$ cat src/rtl/fetch_sequencer.sv
// Program counter and fetch sequencer for the instruction ROM.
// Sequences IDLE -> RUN -> DONE with branches and stalls, and counts retired instructions.
module fetch_sequencer #(
   parameter int A  = 16,
   parameter int W  = 9,
   parameter int OW = 8
) (
   input  logic          CLK,
   input  logic          Reset,
   input  logic          Start,
   input  logic [A-1:0]  StartAddr,
   input  logic          Stall,
   input  logic          Halt,
   input  logic          BranchAbs,
   input  logic [A-1:0]  Target,
   input  logic          BranchRel,
   input  logic [OW-1:0] Offset,
   input  logic [W-1:0]  InstIn,
   output logic [A-1:0]  InstAddress,
   output logic [W-1:0]  InstOut,
   output logic          InstValid,
   output logic          Done,
   output logic [A-1:0]  InstCount
);

   typedef enum logic [1:0] {IDLE, RUN, DONE} state_t;

   state_t        state;
   logic [A-1:0]  pc;
   logic [A-1:0]  count;
   logic          done_q;
   logic [A-1:0]  offset_ext;
   logic [A-1:0]  count_inc;

   assign offset_ext = A'($signed(Offset));
   // The retired-instruction count sticks at all-ones instead of wrapping.
   assign count_inc  = (count == '1) ? count : count + A'(1);

   always_ff @(posedge CLK) begin
      if (Reset) begin
         state  <= IDLE;
         pc     <= '0;
         count  <= '0;
         done_q <= 1'b0;
      end else begin
         case (state)
            IDLE, DONE: begin
               if (Start) begin
                  state  <= RUN;
                  pc     <= StartAddr;
                  count  <= '0;
                  done_q <= 1'b0;
               end
            end
            RUN: begin
               // A stall freezes everything, so halt and branches wait too.
               if (!Stall) begin
                  count <= count_inc;
                  if (Halt) begin
                     state  <= DONE;
                     done_q <= 1'b1;
                  end else if (BranchAbs) begin
                     pc <= Target;
                  end else if (BranchRel) begin
                     pc <= pc + offset_ext;
                  end else begin
                     pc <= pc + A'(1);
                  end
               end
            end
            default: begin
               state  <= IDLE;
               done_q <= 1'b0;
            end
         endcase
      end
   end

   assign InstAddress = pc;
   assign InstCount   = count;
   assign InstOut     = InstIn;
   assign Done        = done_q;
   assign InstValid   = (state == RUN) && !Stall;

endmodule

$ cat config.mk
export PLATFORM = sky130hd
export DESIGN_NAME = fetch_sequencer
export DESIGN_NICKNAME = d
export VERILOG_FILES = /design/src/rtl/fetch_sequencer.sv
export SDC_FILE = /design/constraint.sdc
export NUM_CORES = 1
export LEC_CHECK = 0
export CAP_MARGIN = 25
export CORE_ASPECT_RATIO = 2
export CORE_MARGIN = 3
export CORE_UTILIZATION = 30
export DETAILED_ROUTE_END_ITERATION = 16
export GPL_TIMING_DRIVEN = 0
export REMOVE_ABC_BUFFERS = 1
export SETUP_SLACK_MARGIN = 0.02
export SLEW_MARGIN = 10
export SYNTH_ARGS = -nofsm -noshare
export SYNTH_HDL_FRONTEND = slang
export SYNTH_SLANG_ARGS = --single-unit
$ cat constraint.sdc
create_clock -name CLK -period 5.1 [get_ports CLK]
set_clock_uncertainty 0.05 [all_clocks]
set_input_delay 0.765 -clock CLK [delete_from_list [all_inputs] [get_ports CLK]]
set_output_delay 0.765 -clock CLK [all_outputs]
set_load 0.02 [all_outputs]
==> results.py, run 1 <==
metrics = {
    "synthesis": {
        "synth_top_cell_by_area": "dfxtp_1",
        "yosysSeqAreaShare_pct": 25.59,
        "netlist_instances": 341,
        "synth_seq_cells": 34,
        "netlist_top_cells_area": "dfxtp_1 (26%), nor2_1 (5.4%), xnor2_1 (4.9%), nand2_1 (4.0%), ha_1 (3.8%)",
        "netlist_area_sq_mm": 0.002660,
        "synth_cell_types": 59,
        "netlist.area_leader.share_pct": 25.59,
        "synth.most_common_cell": "nor2_1",
        "ys.warnings.count": 0,
        "synthFlopType": "dfxtp_1",
        "synthArstFlopShare_pct": 0,
        "synthTopCellsByCount": "nor2_1 (38), dfxtp_1 (34), nand2_1 (28), a21oi_1 (19), o21ai_0 (19)",
        "synth_edf_count": 0,
        "syn-mean-instance-area_sq_um": 7.801,
    },
    "sta": {
        "worst_pin_slew_ns": 0.7479,
        "drv_slew": 0,
        "setup_violations": 0,
        "max_freq_mhz": 263.2,
        "setup_tns_ns": 0,
        "final_hold_viol_count": 0,
        "fin_crit_sh_pct": 74.49,
        "rsz0062_at_grt": "no",
        "slew_headroom_pct": 49.99,
        "fin_crit_ns": 3.799,
    },
    "hold_path": {
        "min_path_type": "flop to flop",
    },
    "global_routing": {
        "grt_pass1_vias": 2912,
        "use_met2_pct": 34.08,
        "use_met3_pct": 4.572,
        "antenna_found_initial": 0,
        "busiest_layer": "met2",
        "grt_start_max_net_pins": 24,
        "grt_pass1_wl_mm": 14.07,
        "grt.total_usage_pct": 17.62,
        "overflow": 0,
        "use_met1_pct": 16.90,
    },
    "place": {
        "place_inst": 495,
        "portBuffers": 80,
        "dp_hpwl_mm": 6.768,
        "gp_congestion": 0.8556,
    },
    "floorplanning": {
        "die_y_um": 139.2,
        "ioPinCount": 99,
        "rows": 48,
        "die_w_um": 72.59,
        "die-area_sq_mm": 0.01010,
        "initial_core_util_pct": 30.76,
        "coreArea_sq_mm": 0.008648,
    },
    "flow_run": {
        "cap_violations": 0,
    },
    "clocking": {
        "clock_sinks": 34,
        "clk_latency_ns": 0.28,
        "cts_buffer_depth": 2,
        "numCtsBuffers": 5,
        "ctsResizeCount": 0,
        "clk_pin_slew_worst_paths_ns": 0.06,
        "cts_setup_buffers": 0,
        "cts_root_buffer": "clkbuf_16",
        "cts_tree": "done",
        "h-tree-depth": 2,
        "cts_hold_buffers": 0,
    },
    "worst_setup_path": {
        "cp_max_fo": 11,
        "critPathLaunchType": "input pin",
        "worstPathArrival_ns": 3.92,
        "cp_cell_sequence": "clkdlybuf4s50_1 > nand2b_1 > ha_1 > fa_1 > a211oi_1 > o21ai_0 > a21oi_1 > mux2i_1 > xnor2_1 > a2111oi_2",
        "worst_ep_required_time_ns": 5.22,
        "crit_type": "input pin to flop",
        "critical_path.endpoint_type": "flop",
        "crit_path_max_incr_delay_ns": 0.68,
        "cp_slowest_cell": "clkdlybuf4s50_1",
    },
    "finish": {
        "fin_cells": 502,
        "diodes": 0,
        "area_delta_synth_final_pct": 35.84,
        "layout-drive-gt1-share_pct": 5.721,
        "final_nets": 467,
    },
    "route": {
        "drcViolationCount": 0,
        "drt-total-wl_mm": 8.725,
        "antenna_left": 0,
        "routed_via_density": 5.522,
        "wl_per_cell_um": 17.38,
        "dr.pass1.iters": 4,
        "first_iter_violations": 146,
        "vias": 2772,
    },
    "power_and_ir_drop": {
        "power_leakage_nw": 1.258,
        "peakVddDrop_v": 0.0001542,
        "power.density_mw_per_mm2": 229.0,
    },
    "outcome": {
        "status": "finished, final reports clean",
    },
}
sequential cells by signal, indices dropped and copies added, names as in the netlist:
signal       cells
InstCount       16
state            2
InstAddress     16
cell usage in the layout (no fill, tap or decap), drive strengths merged, types with 5 or more instances in the layout:
cell type      count
clkdlybuf4s50     80
nor2              38
dfxtp             34
nand2             28
a21oi             20
o21ai             19
xnor2             15
nor3              12
or3               10
and2               9
o211ai             9
nand2b             8
nand3              8
ha                 8
and3               7
nand3b             6
mux2i              6
nor4               6
a211oi             6
clkbuf             6
xor2               5
a2111oi            5
critical path: cells and delay by family:
family | cells | cell delay, ns
xor gates and xnor gates | 1 | 0.12
adders and majority gates | 2 | 0.69
and+or+nand+nor | 1 | 0.11
muxes | 1 | 0.33
buffers and inverters | 1 | 0.68
AOI/OAI and AO/OA | 4 | 1.22
logic make-up (layout without fill, tap and decap cells):
logic type                 count (synthesis)  count (layout)  share of synthesized area (%)
muxes                                      6               6                          2.258
AOI/OAI and AO/OA                         90              90                          24.60
and+or+nand+nor                          150             150                          30.10
buffers and inverters                     32              93                          6.350
adders and majority gates                  9               9                          4.516
xor gates and xnor gates                  20              20                          6.585
DFF                                       34              34                          25.59
layer usage:
metal / up-vias / wire length, um
li1: 1367 / -
met4: 0 / 184
met1: 1303 / 3039
met3: 13 / 488
met2: 89 / 5012
met5: - / 0
area by class of cell:
type                            instances  area (sq um)
Clock inverter                          1         7.507
Tap cell                              100         125.1
Timing Repair Buffer                   82         843.3
Inverter                                4         15.01
Clock buffer                            6         128.9
Fill cell                             908          5035
Multi-Input combinational cell        275          1813
Sequential cell                        34         680.7
per-stage QoR:
| step | worst slack (ns) | area, sq um | utilization, % | hold slack (ns) | power, mW |
|---|---|---|---|---|---|
| 2_1_floorplan | 2.105 | 2506 | - | 0.4900 | 0.4271 |
| 3_3_place_gp | 1.078 | 3432 | 39.68 | 0.4195 | 0.5294 |
| 3_5_place_dp | 1.012 | 3477 | 40.21 | 0.4258 | 0.5366 |
| 4_1_cts | 1.299 | 3613 | 41.78 | 0.4338 | 0.8388 |
| 5_1_grt | 1.098 | 3613 | 41.78 | 0.4756 | 0.8682 |
| 6_report | 1.301 | 3613 | 41.78 | 0.4320 | 0.8276 |
power breakdown:
group	switching, mW	total (mW)	internal, mW
clock	0.118	0.297	0.178
combinational	0.111	0.224	0.112
sequential	0.0271	0.307	0.280
total	0.257	0.828	0.571
worst paths after layout:
kind | start | to | slack [ns] | depth (start not counted)
min reg2reg | InstAddress[0] | InstAddress[0] | 0.43 | 2
min | InstAddress[0] | InstAddress[0] | 0.43 | 2
max | BranchRel | InstAddress[12] | 1.30 | 10
max reg2reg | InstAddress[0] | InstAddress[12] | 2.24 | 8
No activity file was read; power rests on OpenSTA's default activity.
==> inputs of run 2 (changes only) <==
==> constraint.sdc (replaced) <==
create_clock -name CLK -period 3.67 [get_ports CLK]
set_clock_uncertainty 0.05 [all_clocks]
set_input_delay 0.5505 -clock CLK [delete_from_list [all_inputs] [get_ports CLK]]
set_output_delay 0.5505 -clock CLK [all_outputs]
set_load 0.02 [all_outputs]
==> run 2 against run 1 <==
Net effect:
- via count grew 0.22%
- total power grew 39%
- design area is essentially flat
- count of clock-buffer cells in the layout is the same
- non-clock buffer count is the same
- flip-flop and latch count is the same
- die area is the same
- register-to-register slack lost 1.4 ns
- worst hold slack is the same
- critical path depth is the same
- sequential share of layout area is essentially flat
- critical endpoint unchanged
- highest routed layer unchanged
==> results.py, run 2 (synthesized netlist as in run 1, its figures left out) <==
metrics = {
    "sta": {
        "timing.hold.ws_ns": 0.4320,
        "max_freq_mhz": 298.7,
        "fin_crit_sh_pct": 91.23,
        "final_hold_viol_count": 0,
        "slew_headroom_pct": 49.69,
        "worst_pin_slew_ns": 0.7523,
        "fin_crit_ns": 3.348,
        "rsz0062_at_grt": "no",
        "drv_slew": 0,
        "setup_violations": 0,
    },
    "hold_path": {
        "worstHoldEndpoint": "InstAddress[0]",
        "holdCritStartpoint": "InstAddress[0]",
        "min_path_type": "flop to flop",
        "hold_depth": 2,
    },
    "finish": {
        "regArea_sq_um": 680.7,
        "utilization_pct": 41.81,
        "diodes": 0,
        "fin_area_sq_mm": 0.003616,
        "layout_common_cells": "clkdlybuf4s50_1 (79), nor2_1 (38), dfxtp_1 (34)",
        "multi_input_area_sq_mm": 0.001813,
        "final_nets": 467,
        "layout-drive-gt1-share_pct": 5.721,
        "area_delta_synth_final_pct": 35.94,
        "num-fill-cells": 907,
        "final_common_cell": "clkdlybuf4s50_1",
    },
    "worst_setup_path": {
        "critPathLaunchType": "input pin",
        "worst_ep_required_time_ns": 3.79,
        "rrSetupSlack_ns": 0.81,
        "reg2regPathDepth": 8,
        "cp_max_fo": 3,
        "cp_slowest_cell": "fa_1",
        "crit_type": "input pin to flop",
        "cp_cell_sequence": "clkdlybuf4s50_1 > nand2b_1 > ha_1 > fa_1 > a211oi_1 > o21ai_0 > a21oi_1 > mux2i_1 > xnor2_1 > a2111oi_2",
        "r2r_end": "InstAddress[12]",
        "critical_path.endpoint_type": "flop",
        "worstPathArrival_ns": 3.47,
        "cp_num_buf_inv": 1,
        "crit_path_max_incr_delay_ns": 0.44,
        "crit_family": "compound AO/OA/AOI/OAI gates",
        "r2r-start": "InstAddress[0]",
    },
    "clocking": {
        "numCtsBuffers": 5,
        "cts_hold_buffers": 0,
        "cts_tree": "done",
        "clk_pin_slew_worst_paths_ns": 0.06,
        "clock_sinks": 34,
        "cts_root_buffer": "clkbuf_16",
        "clk_latency_ns": 0.28,
        "cts_buffer_depth": 2,
        "h-tree-depth": 2,
    },
    "floorplanning": {
        "die-area_sq_mm": 0.01010,
        "initial_core_util_pct": 30.76,
        "die_w_um": 72.59,
        "ioPinCount": 99,
        "die_y_um": 139.2,
        "rows": 48,
        "coreArea_sq_mm": 0.008648,
    },
    "global_routing": {
        "grt_pass1_wl_mm": 14.07,
        "overflow": 0,
        "grt_start_max_net_pins": 24,
        "antenna_found_initial": 0,
        "grt_pass1_vias": 2912,
        "grt.total_usage_pct": 17.62,
    },
    "place": {
        "gp_congestion": 0.8556,
        "place_area_sq_mm": 0.003477,
        "dp_hpwl_mm": 6.768,
        "portBuffers": 80,
    },
    "route": {
        "wl_per_cell_um": 17.38,
        "first_iter_violations": 146,
        "drt-total-wl_mm": 8.724,
        "routed_via_density": 5.534,
        "vias": 2778,
        "dr.pass1.iters": 4,
        "antenna_left": 0,
        "drcViolationCount": 0,
    },
    "power_and_ir_drop": {
        "power_leakage_nw": 1.267,
        "power.density_mw_per_mm2": 318.0,
        "peakVddDrop_v": 0.0002143,
    },
    "outcome": {
        "status": "finished, final reports clean",
    },
    "flow_run": {
        "cap_violations": 0,
    },
}
## run 2: per-stage QoR
step / TNS (ns) / worst slack, ns / power (mW) / instances
floorplan: 0 / 0.8890 / 0.5936 / 313
global placement: -0.1375 / -0.1375 / 0.7356 / 493
detailed placement: -0.2032 / -0.2032 / 0.7456 / 495
CTS: 0 / 0.08395 / 1.166 / 502
global route: 0 / 0.1700 / 1.206 / 502
finish: 0 / 0.3220 / 1.150 / 502
## run 2: worst max path at each step
stage	start	endpoint	slack (ns)	depth (start not counted)
CTS	BranchRel	InstAddress[12]	0.08	10
detailed placement	BranchRel	InstAddress[12]	-0.20	10
global placement	BranchRel	InstAddress[12]	-0.14	10
finish	Offset[0]	InstAddress[12]	0.32	10
global route	Offset[0]	InstAddress[12]	0.17	10
floorplan	Offset[0]	InstAddress[12]	0.89	9
## run 2: what timing repair did
action / CTS / global route
buffers inserted: 0 / 0
setup endpoints to repair: 0 / 1
gates resized for setup: 0 / 1
## run 2: layout make-up
cell class | instances | area share, %
multi-input combinational | 275 | 50.14
timing repair buffer | 82 | 23.39
sequential | 34 | 18.82
clock buffer | 6 | 3.564
tap | 100 | 3.460
inverter | 4 | 0.4152
clock inverter | 1 | 0.2076
## run 2: worst register-to-register path: stages (launching register included)
cell and delay (ns):
dfxtp_1 0.33, ha_1 0.26, fa_1 0.44, a211oi_1 0.35, o21ai_0 0.23, a21oi_1 0.29
mux2i_1 0.33, xnor2_1 0.12, a2111oi_2 0.36
## run 2: power breakdown
group	switching, mW	internal, mW
logic	0.155	0.156
clock network	0.164	0.248
registers	0.0377	0.389
## run 2: per-layer routing
layer  global-route usage [%]  share of wire (%)  vias to the layer above
met5                        0                  0                        -
met1                    16.90                 35                     1306
met4                    6.323                2.1                        0
li1                         -                  -                     1367
met3                    4.572                5.7                       13
met2                    34.08                 57                       92
==> inputs of run 3 (changes only) <==
--- a/config.mk
+++ b/config.mk
@@ -11,7 +11,6 @@
 export CORE_UTILIZATION = 30
 export DETAILED_ROUTE_END_ITERATION = 16
 export GPL_TIMING_DRIVEN = 0
-export REMOVE_ABC_BUFFERS = 1
 export SETUP_SLACK_MARGIN = 0.02
 export SLEW_MARGIN = 10
 export SYNTH_ARGS = -nofsm -noshare
==> run 3 against run 2 <==
Net effect:
- sequential power fell by 3%
- register-to-register slack improved by 0.16 ns
- fmax decreased by 1.0%
- worst hold slack improved by 0.0061 ns
- sequential share of layout area is 1.1 points lower
- highest routed layer unchanged
==> results.py, run 3 (synthesized netlist as in run 1, its figures left out) <==
metrics = {
    "floorplanning": {
        "rows": 48,
        "ioPinCount": 99,
        "coreArea_sq_mm": 0.008648,
        "die_w_um": 72.59,
        "die_y_um": 139.2,
        "die-area_sq_mm": 0.01010,
        "initial_core_util_pct": 30.76,
    },
    "power_and_ir_drop": {
        "p_total_mw": 1.216,
        "power_leakage_nw": 1.373,
        "peakVddDrop_v": 0.0001979,
        "power.density_mw_per_mm2": 317.5,
    },
    "sta": {
        "slew_headroom_pct": 41.44,
        "max_freq_mhz": 295.6,
        "drv_slew": 0,
        "fin_crit_ns": 3.383,
        "worst_pin_slew_ns": 0.8751,
        "setup_violations": 0,
        "timing.hold.ws_ns": 0.4382,
        "rsz0062_at_grt": "no",
        "setup_slack_ns": 0.2865,
        "fin_crit_sh_pct": 92.19,
        "final_hold_viol_count": 0,
    },
    "finish": {
        "num-fill-cells": 881,
        "diodes": 0,
        "layout_common_cells": "clkdlybuf4s50_1 (89), nor2_1 (38), dfxtp_1 (34)",
        "layout-drive-gt1-share_pct": 8.904,
        "final_common_cell": "clkdlybuf4s50_1",
        "utilization_pct": 44.30,
        "final_nets": 502,
        "area_delta_synth_final_pct": 44.03,
        "fin_cells": 538,
    },
    "clocking": {
        "clock_sinks": 34,
        "cts_hold_buffers": 0,
        "clk_latency_ns": 0.29,
        "cts_tree": "done",
        "cts_root_buffer": "clkbuf_16",
        "h-tree-depth": 2,
        "numCtsBuffers": 5,
        "clk_pin_slew_worst_paths_ns": 0.06,
        "cts_buffer_depth": 2,
    },
    "route": {
        "drcViolationCount": 0,
        "dr.pass1.iters": 4,
        "antenna_left": 0,
        "routed_via_density": 5.375,
        "vias": 2892,
        "wl_per_cell_um": 16.98,
        "drt-total-wl_mm": 9.137,
        "first_iter_violations": 189,
    },
    "global_routing": {
        "overflow": 0,
        "grt_pass1_vias": 2917,
        "antenna_found_initial": 0,
        "grt_pass1_wl_mm": 14.66,
        "grt_start_max_net_pins": 12,
        "grt.total_usage_pct": 18.57,
    },
    "synthesis": {
        "synth_nets": 406,
    },
    "place": {
        "dpl_worst_slack_ns": -0.1497,
        "place_inst": 530,
        "portBuffers": 89,
        "dp_hpwl_mm": 7.071,
        "gp_congestion": 0.7995,
    },
    "worst_setup_path": {
        "worst_ep_required_time_ns": 3.80,
        "critPathLaunchType": "input pin",
        "worstPathArrival_ns": 3.51,
        "critical_path.endpoint_type": "flop",
        "cp_max_fo": 10,
        "crit_type": "input pin to flop",
    },
    "hold_path": {
        "min_path_type": "flop to flop",
    },
    "flow_run": {
        "cap_violations": 0,
    },
    "outcome": {
        "status": "finished, final reports clean",
    },
}
[run 3: area by class of cell]
class | count | area (sq um) | share of cell area, %
buffer | 28 | 153.9 | 4.017
timing repair buffer | 89 | 890.9 | 23.25
sequential | 34 | 680.7 | 17.77
inverter | 4 | 15.01 | 0.3919
tap | 100 | 125.1 | 3.266
multi-input combinational | 275 | 1814 | 47.35
clock buffer | 6 | 138.9 | 3.625
clock inverter | 2 | 12.51 | 0.3266
[run 3: repair_timing]
| action | 4_1_cts | 5_1_grt |
|---|---|---|
| resized for setup | 0 | 2 |
| setup endpoints to repair | 0 | 1 |
| buffers inserted | 0 | 0 |
[run 3: power breakdown]
part | leakage [nW] | switching [mW] | internal (mW)
clock | 0.0729 | 0.178 | 0.269
sequential | 0.278 | 0.0241 | 0.389
combinational | 1.02 | 0.183 | 0.174
[run 3: path summary, 6_finish.rpt]
kind / from / end / slack (ns) / depth (start not counted)
max reg2reg: InstAddress[0] / InstAddress[12] / 0.97 / 8
min reg2reg: InstAddress[4] / InstAddress[4] / 0.44 / 2
min: InstAddress[4] / InstAddress[4] / 0.44 / 2
max: BranchRel / InstAddress[12] / 0.29 / 11
[run 3: stage by stage]
| stage | instance area (sq um) | setup TNS [ns] |
|---|---|---|
| after floorplan | 2660 | 0 |
| after global placement | 3676 | -0.1279 |
| after detailed placement | 3676 | -0.1497 |
| after CTS | 3827 | 0 |
| after global routing | 3831 | 0 |
| final | 3831 | 0 |
[run 3: worst max-delay path, cell delays in order]
cell and delay, ns:
clkdlybuf4s50_1 0.48, buf_2 0.21, nand2b_1 0.08, ha_1 0.23
fa_1 0.44, a211oi_1 0.32, o21ai_1 0.20, a21oi_2 0.27
mux2i_1 0.25, xnor2_1 0.11, a2111oi_2 0.36
[run 3: per-layer routing]
layer  track usage [%]  wire length, um  part of all wire [%]  vias up
li1                  -                -                     -     1439
met1             19.14             3251                    36     1344
met2             34.84             5091                    56       92
met3             3.483              536                   5.9       17
met4             7.782              258                   2.8        0
met5                 0                0                     0        -
